File: src/rtl/iob_bus_pkg.sv
// iob_bus_pkg: shared request/response layout, FSM encoding and defaults for iob_bus_guard.
// Rev 1.0
`default_nettype none

package iob_bus_pkg;

  typedef enum logic {
    IDLE = 1'b0,
    BUSY = 1'b1
  } state_e;

  localparam logic [31:0] ERR_DATA_DEF = 32'hDEADBEEF;

  // Request layout, MSB to LSB: valid, address, wdata, wstrb.
  localparam int WSTRB_LSB = 0;
  // Response layout, MSB to LSB: rdata, ready.
  localparam int READY_POS = 0;
  localparam int RDATA_LSB = 1;

  function automatic int req_w(input int aw, input int dw);
    return 1 + aw + dw + dw / 8;
  endfunction

  function automatic int resp_w(input int dw);
    return dw + 1;
  endfunction

  function automatic int wdata_lsb(input int dw);
    return dw / 8;
  endfunction

  function automatic int addr_lsb(input int dw);
    return dw + dw / 8;
  endfunction

  function automatic int valid_pos(input int aw, input int dw);
    return aw + dw + dw / 8;
  endfunction

endpackage

`default_nettype wire

File: src/rtl/iob_bus_guard_timer.sv
// iob_bus_guard_timer: clearable up-counter with enable and terminal count at TIMEOUT-1.
// Rev 1.0
`default_nettype none

module iob_bus_guard_timer #(
  parameter int TIMEOUT = 1024
) (
  input  logic clk,
  input  logic rst,
  input  logic clr,
  input  logic en,
  output logic tc
);

  localparam int CW = $clog2(TIMEOUT + 1);

  logic [CW-1:0] r_cnt;

  always_ff @(posedge clk) begin
    if (!rst || clr) begin
      r_cnt <= '0;
    end else if (en) begin
      r_cnt <= r_cnt + CW'(1);
    end
  end

  assign tc = (r_cnt == CW'(TIMEOUT - 1));

endmodule

`default_nettype wire

File: src/rtl/iob_bus_guard.sv
// iob_bus_guard: registered CPU-to-memory request stage with one pending slot and response timeout.
// Rev 1.0
`default_nettype none

module iob_bus_guard
  import iob_bus_pkg::*;
#(
  parameter int              ADDR_W   = 32,
  parameter int              DATA_W   = 32,
  parameter int              TIMEOUT  = 1024,
  parameter logic [DATA_W-1:0] ERR_DATA = DATA_W'(ERR_DATA_DEF)
) (
  input  logic                              clk,
  input  logic                              rst,
  input  logic [req_w(ADDR_W, DATA_W)-1:0]  s_req,
  output logic [resp_w(DATA_W)-1:0]         s_resp,
  output logic [req_w(ADDR_W, DATA_W)-1:0]  m_req,
  input  logic [resp_w(DATA_W)-1:0]         m_resp,
  input  logic                              err_clr,
  output logic                              err,
  output logic [ADDR_W-1:0]                 err_addr,
  output logic                              ovf
);

  localparam int VALID_POS = valid_pos(ADDR_W, DATA_W);

  typedef struct packed {
    logic [ADDR_W-1:0]   addr;
    logic [DATA_W-1:0]   wdata;
    logic [DATA_W/8-1:0] wstrb;
  } req_t;

  state_e              r_state;
  req_t                r_act;
  req_t                r_pend;
  logic                r_pend_valid;
  logic                r_s_ready;
  logic [DATA_W-1:0]   r_rdata;
  logic                r_err;
  logic [ADDR_W-1:0]   r_err_addr;
  logic                r_ovf;

  req_t                w_s;
  logic                w_s_valid;
  logic                w_m_ready;
  logic [DATA_W-1:0]   w_m_rdata;
  logic                w_busy;
  logic                w_tc;
  logic                w_done;
  logic                w_tout;
  logic                w_fin;
  logic                w_drop;

  assign w_s       = s_req[VALID_POS-1:0];
  assign w_s_valid = s_req[VALID_POS];
  assign w_m_ready = m_resp[READY_POS];
  assign w_m_rdata = m_resp[RDATA_LSB +: DATA_W];

  assign w_busy = (r_state == BUSY);
  // A real answer on the terminal cycle beats the timeout.
  assign w_done = w_busy && w_m_ready;
  assign w_tout = w_busy && !w_m_ready && w_tc;
  assign w_fin  = w_done || w_tout;
  assign w_drop = w_busy && !w_fin && w_s_valid && r_pend_valid;

  iob_bus_guard_timer #(
    .TIMEOUT (TIMEOUT)
  ) u_timer (
    .clk (clk),
    .rst (rst),
    .clr (!w_busy || w_fin),
    .en  (w_busy),
    .tc  (w_tc)
  );

  always_ff @(posedge clk) begin
    if (!rst) begin
      r_state      <= IDLE;
      r_act        <= '0;
      r_pend       <= '0;
      r_pend_valid <= 1'b0;
      r_s_ready    <= 1'b0;
      r_rdata      <= '0;
      r_err        <= 1'b0;
      r_err_addr   <= '0;
      r_ovf        <= 1'b0;
    end else begin
      r_s_ready <= w_fin;
      r_rdata   <= w_done ? w_m_rdata : (w_tout ? ERR_DATA : '0);

      case (r_state)
        IDLE: begin
          if (w_s_valid) begin
            r_act   <= w_s;
            r_state <= BUSY;
          end
        end
        BUSY: begin
          if (w_fin) begin
            // Reissue with no gap; a pulse arriving now takes the freed slot.
            if (r_pend_valid) begin
              r_act        <= r_pend;
              r_pend_valid <= w_s_valid;
              if (w_s_valid) r_pend <= w_s;
            end else if (w_s_valid) begin
              r_act <= w_s;
            end else begin
              r_state <= IDLE;
            end
          end else if (w_s_valid && !r_pend_valid) begin
            r_pend       <= w_s;
            r_pend_valid <= 1'b1;
          end
        end
      endcase

      if (w_tout) begin
        r_err <= 1'b1;
        if (!r_err) r_err_addr <= r_act.addr;
      end else if (err_clr) begin
        r_err      <= 1'b0;
        r_err_addr <= '0;
      end

      if (w_drop) begin
        r_ovf <= 1'b1;
      end else if (err_clr) begin
        r_ovf <= 1'b0;
      end
    end
  end

  assign m_req    = {w_busy, r_act};
  assign s_resp   = {r_rdata, r_s_ready};
  assign err      = r_err;
  assign err_addr = r_err_addr;
  assign ovf      = r_ovf;

endmodule

`default_nettype wire
File: config.mk
export PLATFORM = sky130hd
export DESIGN_NAME = iob_bus_guard
export DESIGN_NICKNAME = d
export VERILOG_FILES = /design/src/rtl/iob_bus_pkg.sv /design/src/rtl/iob_bus_guard_timer.sv /design/src/rtl/iob_bus_guard.sv
export SDC_FILE = /design/constraint.sdc
export NUM_CORES = 1
export LEC_CHECK = 0
export CAP_MARGIN = 40
export CORE_MARGIN = 2
export CORE_UTILIZATION = 36
export DETAILED_ROUTE_END_ITERATION = 10
export GPL_TIMING_DRIVEN = 1
export PLACE_DENSITY = 0.65
export SLEW_MARGIN = 20
export SYNTH_ARGS = -nofsm -noshare
export SYNTH_HDL_FRONTEND = slang
export SYNTH_SLANG_ARGS = --single-unit
export TNS_END_PERCENT = 20
File: constraint.sdc
create_clock -name clk -period 1.6 [get_ports clk]
set_input_delay 0.32 -clock clk [delete_from_list [all_inputs] [get_ports clk]]
set_output_delay 0.32 -clock clk [all_outputs]
set_load 0.02 [all_outputs]
* Yosys cells after proc, flatten, opt, wreduce, memory -nomap -nowiden *
Cells that the tools add are included.
Widths: inputs -> output; s select.

storage, ports and cells
  register bits = 216
  bits in latches = 0
  RAM bits = 0
  memory bits (read-only) = 0
  logic and storage cells = 65
  memories = 0

cells by class
  add/subtract/negate cells = 1
  $mul = 0
  div/mod/pow operators = 0
  $lt $le $gt $ge = 0
  equality and inequality tests = 5
  shift-type cells = 0
  muxes and demuxes = 23
  bitwise logic cells = 1
  reduce and logical (&&, ||, !) cells = 21

operator list
  operator               number
  $mux 68                7
  $mux 32                5
  $pmux 68 s2            1
  $add 11x1->11 const B  1
  $eq 11x10->1 const B   1
  $mux 1                 9
  $logic_and 1x1->1      7
  $ne 2x2->1 const B     3
  $reduce_bool 2->1      3
  $logic_not 1->1        5
  $reduce_and 2->1       2
  $reduce_and 4->1       1
  $logic_or 1x1->1       3
  $ne 2x1->1 const B     1
  $pmux 1 s2             1
  $not 1->1              1

* Depth between registers and ports, before layout *
Gate-level depths: netlist of the first run.

  depth in word-level cells = 9
  mapped depth = 7
  gate-level depth less buffers = 5

* By module *
A second synthesis of the first run with hierarchy kept.

second synthesis, totals
  cell total of the unflattened synthesis = 988
  area total of the unflattened synthesis = 8353.0 sq um

modules (own cells, without submodules)
  module               instances  cells each  area an instance (sq um)
  iob_bus_guard        1          931         7842.5
  iob_bus_guard_timer  1          57          510.5

* Worst setup path before layout of the first run *
Ideal clock, no wire load.

  path kind = flip-flop to flip-flop
  start point = register u_timer.r_cnt[0]
  end point = register r_pend[47] (netlist name)
  library setup time = 0.072 ns
  arrival = 1.642 ns
  required time = 1.528 ns
  path slack = -0.113 ns
  cell stages (with the launch flop) = 8
  buffers on the path = 2
  period minus slack after synthesis = 1.713 ns
  path through = dfxtp_1 ha_1 and4_1 a31oi_1 a211oi_2 buf_4 buf_6 mux2i_1

between the ends
  word-level cells in the longest chain between the ends = 5
  elaborated cells between the ends (all ways) = 8
  classes of those cells = eq/ne (3); mux (1); reduce/logical (4)

RTL lines
  what                                                                     line                       RTL
  start: declaration                                                       iob_bus_guard_timer.sv:17  logic [CW-1:0] r_cnt;
  start signal: assignment                                                 iob_bus_guard_timer.sv:23  r_cnt <= r_cnt + CW'(1);
  $eq 11x10->1 *                                                           iob_bus_guard_timer.sv:27  assign tc = (r_cnt == CW'(TIMEOUT - 1));
  $logic_and 1x1->1 *                                                      iob_bus_guard.sv:62        assign w_tout = w_busy && !w_m_ready && w_tc;
  $logic_or 1x1->1 *                                                       iob_bus_guard.sv:63        assign w_fin = w_done || w_tout;
  $ne 2x2->1 (no source line) / $reduce_bool 2->1 (equally long branches)  n/a
  $reduce_and 4->1 (no source line)                                        n/a
  end signal: assignment                                                   iob_bus_guard.sv:104       if (w_s_valid) r_pend <= w_s;
  end signal: assignment                                                   iob_bus_guard.sv:111       r_pend <= w_s;
  end: declaration                                                         iob_bus_guard.sv:35        req_t r_pend;

Every way passes the cells marked *; elsewhere a longest branch is shown, timed or not.
A chain may end at the register's enable or synchronous reset.

* Worst setup path after layout of the first run *
  start point = register u_timer.r_cnt[1]
  end point = register r_pend[2] (netlist name)

Same word-level chain as after synthesis.

==> results of run 1 <==
-- worst paths after layout --
| kind | slack, ns | to | from |
|---|---|---|---|
| worst max register to register | -0.14 | r_pend[2] | u_timer.r_cnt[1] |
| worst max-delay path | -0.14 | r_pend[2] | u_timer.r_cnt[1] |
| worst min-delay path | 0.17 | r_pend[60] | rst |
| worst min register to register | 0.46 | r_pend[51] | r_pend[51] |
-- routing by layer --
layer / up-vias / global-route usage [%] / part of all wire [%]
met5: - / 0 / 0
met4: 0 / 3.849 / 0.95
met3: 17 / 3.818 / 6.4
met2: 245 / 31.11 / 46
met1: 3605 / 25.65 / 47
li1: 3753 / - / -
-- cells by family after synthesis --
kind of cell | count (synthesis) | synth area share, %
simple gates | 296 | 17.33
flops | 216 | 49.42
compound gates | 202 | 18.38
buf+inv | 124 | 6.035
mux | 69 | 7.894
xor+xnor | 8 | 0.8008
fa+ha+maj | 1 | 0.1430
-- flip-flops by register name (all words and copies together) (netlist names) --
signal         flops
r_s_ready          1
err                1
m_req             68
r_pend            68
u_timer.r_cnt     11
r_pend_valid       1
r_state            1
ovf                1
err_addr          32
r_rdata           32
-- cell usage after synthesis (all sizes together) --
cell     count
and4         2
clkbuf      55
nand2b       1
nor2        14
mux2i       69
nor3b        2
nand2      148
o31ai       32
nand3       37
nand4bb      1
xnor2        3
a211oi       1
o211ai      68
nand4        5
nor3         3
nand3b      67
o21a        24
and2        10
a41oi        1
dfxtp      216
and3         2
or3b         1
o221a        1
a21oi        4
ha           1
inv         36
o21ai        1
a2bb2oi     67
xor2         5
o32ai        1
nor4         3
a31oi        2
buf         33
-- worst register-to-register path, cell delays in order, from the launching register on --
cell and delay, ns:
dfxtp_2 0.35, ha_4 0.15, and4_4 0.23, a31oi_4 0.09, a211oi_4 0.26, buf_6 0.21
clkbuf_16 0.20, mux2i_1 0.18
-- metrics by stage --
stage | cell area, um2 | utilization, % | TNS, ns
global route | 13010 | 53.96 | -28.59
finish | 13010 | 53.96 | -11.59
global placement | 11810 | 49.00 | -83.58
CTS | 12660 | 52.50 | -11.48
detailed placement | 11810 | 49.00 | -95.34
floorplan | 8783 | - | -2.211
-- cell type report --
type	count	area share, %
Inverter	36	1.039
Clock inverter	12	1.048
Sequential cell	216	33.33
Tap cell	324	3.117
Timing Repair Buffer	305	23.99
Multi-Input combinational cell	576	32.27
Clock buffer	31	5.204
-- report_power, final --
part | internal (uW) | switching (uW) | leakage (uW) | total (uW)
clock | 3330 | 2270 | 0.000394 | 5600
combinational | 930 | 911 | 0.00350 | 1840
sequential | 5630 | 173 | 0.00177 | 5800
total | 9890 | 3360 | 0.00566 | 13200
-- repair_timing --
item / CTS / global route
buffers inserted: 3 / 1
hold endpoints to repair: 0 / 0
pin swaps: 4 / 7
gates resized for setup: 164 / 62
gates cloned: 3 / 7
hold buffers: 0 / 0
setup endpoints to repair: 338 / 220
==> impl_metrics.env, run 1 <==
export IMPL_tightest_slew_ns=0.5097
export IMPL_cts_buffers_inserted=24
export IMPL_regArea_um2=4335
export IMPL_chipWidth_um=159.9
export IMPL_overflow=0
export IMPL_synth_seq_cells=216
export IMPL_synth_area_leaders="dfxtp_1, mux2i_1, a2bb2oi_1"
export IMPL_period_needed_ns=1.738
export IMPL_core_um2=24110
export IMPL_slew_headroom_pct=66.02
export IMPL_violations="negative setup slack"
export IMPL_r2r_cells=7
export IMPL_layout_commonest_cell="dfxtp_1"
export IMPL_clock_latency_ns=0.52
export IMPL_rows=57
export IMPL_layout_drive_gt1_share_pct=14.71
export IMPL_synthCells=916
export IMPL_antenna_found_initial=0
export IMPL_dr_pass1_iters=7
export IMPL_worst_slack_ns=-0.1376
export IMPL_area_growth_pct=48.66
export IMPL_cp_max_fo=8
export IMPL_place_congestion=0.8090
export IMPL_cp_start_kind="flop"
export IMPL_whs_ns=0.1715
export IMPL_fin_crit_sh_pct=108.6
export IMPL_leakage_uw=0.005659
export IMPL_root_buffer="clkbuf_16"
export IMPL_syn_area_um2=8750
export IMPL_die_h_um=159.9
export IMPL_io_pins=241
export IMPL_n_fill_cell=2265
export IMPL_cp_depth=7
export IMPL_crit_buf_inv=2
export IMPL_fin_nets=1265
export IMPL_pre_cts_slack_ns=-0.5900
export IMPL_synth_fp_nets=1022
export IMPL_synth_distinct_cells=40
export IMPL_fin_skew_ns=0.02557
export IMPL_dp_hpwl_um=15680
export IMPL_dp_cells=1443
export IMPL_max_freq_mhz=575.5
export IMPL_critPathRequiredTime_ns=2.03
export IMPL_hold_path_depth=3
export IMPL_drtIter0Drc=497
export IMPL_crit_chain="ha_4, and4_4, a31oi_4, a211oi_4, buf_6, clkbuf_16, mux2i_1"
export IMPL_dieArea_um2=25570
export IMPL_wire_per_inst_um=17.34
export IMPL_start_util_pct=36.30
export IMPL_postRouteAntennaNets=0
export IMPL_hold_viol_final=0
export IMPL_synth_top_cell_by_area="dfxtp_1"
export IMPL_cts_tree="yes"
export IMPL_crit_arrival_ns=2.17
export IMPL_multiInputGateArea_um2=4198
export IMPL_track_usage_pct=18.83
export IMPL_antenna_cells=0
export IMPL_first_global_vias=7450
export IMPL_avgSynthCellArea_um2=9.552
export IMPL_cts_sinks=216
export IMPL_cpPeakStageDelay_ns=0.35
export IMPL_pwr_density_cell_nw_per_um2=1018
export IMPL_crit_slowest_cell="dfxtp_2"
export IMPL_path_class="flop to flop"
export IMPL_vias_per_cell=5.080
export IMPL_htree_num_levels=1
export IMPL_report_final_slew_viol_count=0
export IMPL_synth_warnings=0
export IMPL_cts_clk_slew_worst_paths_ns=0.06
export IMPL_ys_seq_area_share_pct=49.42
export IMPL_maxCapViolCount=0
export IMPL_grt_pass1_wl_um=39770
export IMPL_routed_wirelength_um=26020
export IMPL_path_delay_family="buffers and inverters"
export IMPL_setup_violations=194
export IMPL_status="finished with violations"
export IMPL_drc=0
export IMPL_fin_cells=1500
export IMPL_port_buffers=240
export IMPL_irDropWorstVdd_v=0.0005338
export IMPL_clock_path_buffers=3
export IMPL_grt_max_degree=75
export IMPL_final_cell_mix="dfxtp_1, nand2_1, dlygate4sd2_1"
export IMPL_rsz0062_at_grt="yes"
export IMPL_vias=7620
export IMPL_total_power_uw=13250
export IMPL_endpoint_kind="flop"
export IMPL_hold_path_class="primary input to flop"
export IMPL_synth_top_area_share_pct=49.42
No activity file was read; power rests on OpenSTA's default activity.
==> run 2, diff against run 1 <==
--- a/config.mk
+++ b/config.mk
@@ -10,7 +10,8 @@
 export CORE_UTILIZATION = 36
 export DETAILED_ROUTE_END_ITERATION = 10
 export GPL_TIMING_DRIVEN = 1
-export PLACE_DENSITY = 0.65
+export REMOVE_ABC_BUFFERS = 1
+export SKIP_LAST_GASP = 1
 export SLEW_MARGIN = 20
 export SYNTH_ARGS = -nofsm -noshare
 export SYNTH_HDL_FRONTEND = slang
==> constraint.sdc (replaced) <==
create_clock -name clk -period 2.08 [get_ports clk]
set_input_delay 0.416 -clock clk [delete_from_list [all_inputs] [get_ports clk]]
set_output_delay 0.416 -clock clk [all_outputs]
set_load 0.02 [all_outputs]
==> run 2 against run 1 <==
The run now ends clean. Core utilization decreased by 2.4 points. Clock-buffer cell count increased by 8. Sequential share of layout area increased by 1.4 points. Global-route usage increased by 0.11 points. First-iteration DRC count decreased by 13%. Combinational power decreased by 22%. Die area unchanged. Final cell count decreased by 2.0%. Worst setup slack improved by 0.22 ns.
==> impl_metrics.env, run 2 (same netlist as run 1, synthesis figures left out) <==
export IMPL_cts_setup_buffers=0
export IMPL_slew_headroom_pct=55.09
export IMPL_cp_depth=6
export IMPL_chipWidth_um=159.9
export IMPL_cp_endpoint="r_pend[3]"
export IMPL_path_class="flop to flop"
export IMPL_antenna_found_initial=0
export IMPL_crit_chain="ha_1, and4_1, a31oi_1, a211oi_4, buf_12, mux2i_1"
export IMPL_postRouteAntennaNets=0
export IMPL_drtIter0Drc=432
export IMPL_first_global_vias=7430
export IMPL_dp_hpwl_um=16070
export IMPL_cts_tree="yes"
export IMPL_antenna_cells=0
export IMPL_rows=57
export IMPL_r2r_cells=6
export IMPL_grt_pass1_wl_um=40080
export IMPL_die_h_um=159.9
export IMPL_r2r_end="r_pend[3]"
export IMPL_vias_per_cell=5.081
export IMPL_vias=7469
export IMPL_overflow=0
export IMPL_place_congestion=0.7869
export IMPL_r2r_slack_ns=0.09
export IMPL_io_pins=241
export IMPL_routed_wirelength_um=24770
export IMPL_whs_ns=0.2736
export IMPL_setup_violations=0
export IMPL_cts_clk_slew_worst_paths_ns=0.06
export IMPL_irDropWorstVdd_v=0.0004270
export IMPL_htree_num_levels=1
export IMPL_root_buffer="clkbuf_16"
export IMPL_cp_start_kind="flop"
export IMPL_hold_path_class="primary input to flop"
export IMPL_max_freq_mhz=501.5
export IMPL_rsz0062_at_grt="yes"
export IMPL_dr_pass1_iters=4
export IMPL_tightest_slew_ns=0.6737
export IMPL_regArea_um2=4324
export IMPL_path_delay_family="compound AO/OA/AOI/OAI gates"
export IMPL_fin_skew_ns=0.01576
export IMPL_crit_start="u_timer.r_cnt[0]"
export IMPL_dieArea_um2=25570
export IMPL_clock_latency_ns=0.52
export IMPL_status="completed"
export IMPL_drc=0
export IMPL_port_buffers=240
export IMPL_area_growth_pct=42.10
export IMPL_grt_max_degree=137
export IMPL_cts_hold_buf=0
export IMPL_track_usage_pct=18.95
export IMPL_crit_slowest_cell="a211oi_4"
export IMPL_r2r_start="u_timer.r_cnt[0]"
export IMPL_total_power_uw=9977
export IMPL_fin_nets=1237
export IMPL_cts_sinks=216
export IMPL_report_final_slew_viol_count=0
export IMPL_cts_buffers_inserted=25
export IMPL_critPathRequiredTime_ns=2.53
export IMPL_layout_commonest_cell="clkdlybuf4s50_1"
export IMPL_wire_per_inst_um=16.85
export IMPL_cpPeakStageDelay_ns=0.40
export IMPL_clock_path_buffers=3
export IMPL_setup_tns_ns=0
export IMPL_core_um2=24110
export IMPL_fin_crit_sh_pct=95.86
export IMPL_multiInputGateArea_um2=3954
export IMPL_crit_buf_inv=1
export IMPL_leakage_uw=0.004913
export IMPL_n_fill_cell=2309
export IMPL_final_cell_mix="clkdlybuf4s50_1, dfxtp_1, nand2_1"
export IMPL_maxCapViolCount=0
export IMPL_crit_arrival_ns=2.44
export IMPL_start_util_pct=36.30
export IMPL_layout_drive_gt1_share_pct=7.243
export IMPL_period_needed_ns=1.994
export IMPL_endpoint_kind="flop"
export IMPL_cp_max_fo=29
export IMPL_pwr_density_cell_nw_per_um2=802.4
export IMPL_hold_viol_final=0
==> run 2: cell types whose count changed in the layout (fill, tap and decap cells not counted), moves of 8 or more <==
cell | before | now
nand3_1 | 28 | 37
clkdlybuf4s15_1 | 15 | 0
dfxtp_1 | 207 | 216
a2bb2oi_2 | 10 | 0
buf_4 | 34 | 21
clkdlybuf4s50_1 | 102 | 236
dfxtp_2 | 9 | 0
dlygate4sd2_1 | 115 | 1
a2bb2oi_1 | 57 | 67
o31ai_1 | 24 | 32
==> run 2: cell type report <==
| cell class | instances | share of cell area (%) |
|---|---|---|
| flip-flops and latches | 216 | 34.78 |
| multi-input cells | 576 | 31.80 |
| repair buffers | 276 | 22.98 |
| clock buffers | 39 | 5.937 |
| well taps | 324 | 3.261 |
| inverters | 36 | 1.087 |
| clock inverters | 3 | 0.1510 |
==> run 2: worst min-delay path by stage <==
stage,from,endpoint,slack [ns],cells past startpoint
6_report,rst,r_pend[47],0.27,3
5_1_grt,rst,r_state,0.28,2
4_1_cts,rst,r_pend[47],0.26,3
3_5_place_dp,u_timer.r_cnt[0],u_timer.r_cnt[0],0.44,1
3_3_place_gp,u_timer.r_cnt[0],u_timer.r_cnt[0],0.43,1
2_1_floorplan,u_timer.r_cnt[0],u_timer.r_cnt[0],0.42,1
==> run 2: per-stage QoR <==
stage | setup WS (ns) | std cells | util, % | area (um2)
5_1_grt | -0.01769 | 1470 | 51.58 | 12430
2_1_floorplan | -5.269 | 828 | - | 8357
3_3_place_gp | -0.1729 | 1428 | 48.43 | 11670
4_1_cts | -0.01868 | 1470 | 51.57 | 12430
3_5_place_dp | -0.2383 | 1428 | 48.43 | 11670
6_report | 0.08618 | 1470 | 51.58 | 12430
==> run 2: repair_timing <==
item | in CTS | in global routing
endpoints found under the hold margin | 0 | 0
gates cloned | 0 | 0
setup endpoints to repair | 2 | 4
gates resized for setup | 1 | 1
==> run 2: worst register-to-register path, cell delays in order, from the launching register on <==
cell      delay, ns
dfxtp_1        0.37
ha_1           0.23
and4_1         0.24
a31oi_1        0.13
a211oi_4       0.40
buf_12         0.29
mux2i_1        0.27
==> run 2: where the power goes <==
part	internal [uW]	switching, uW	total [uW]
Combinational	759	671	1430
Sequential	4330	123	4460
Clock	2410	1680	4090
==> run 2: per-layer routing <==
metal | global-route usage (%) | wire, um | vias to the layer above
met4 | 6.183 | 770 | 0
met3 | 3.922 | 1363 | 46
met5 | 0 | 0 | -
met2 | 31.70 | 11590 | 181
li1 | - | - | 3701
met1 | 24.49 | 11050 | 3541
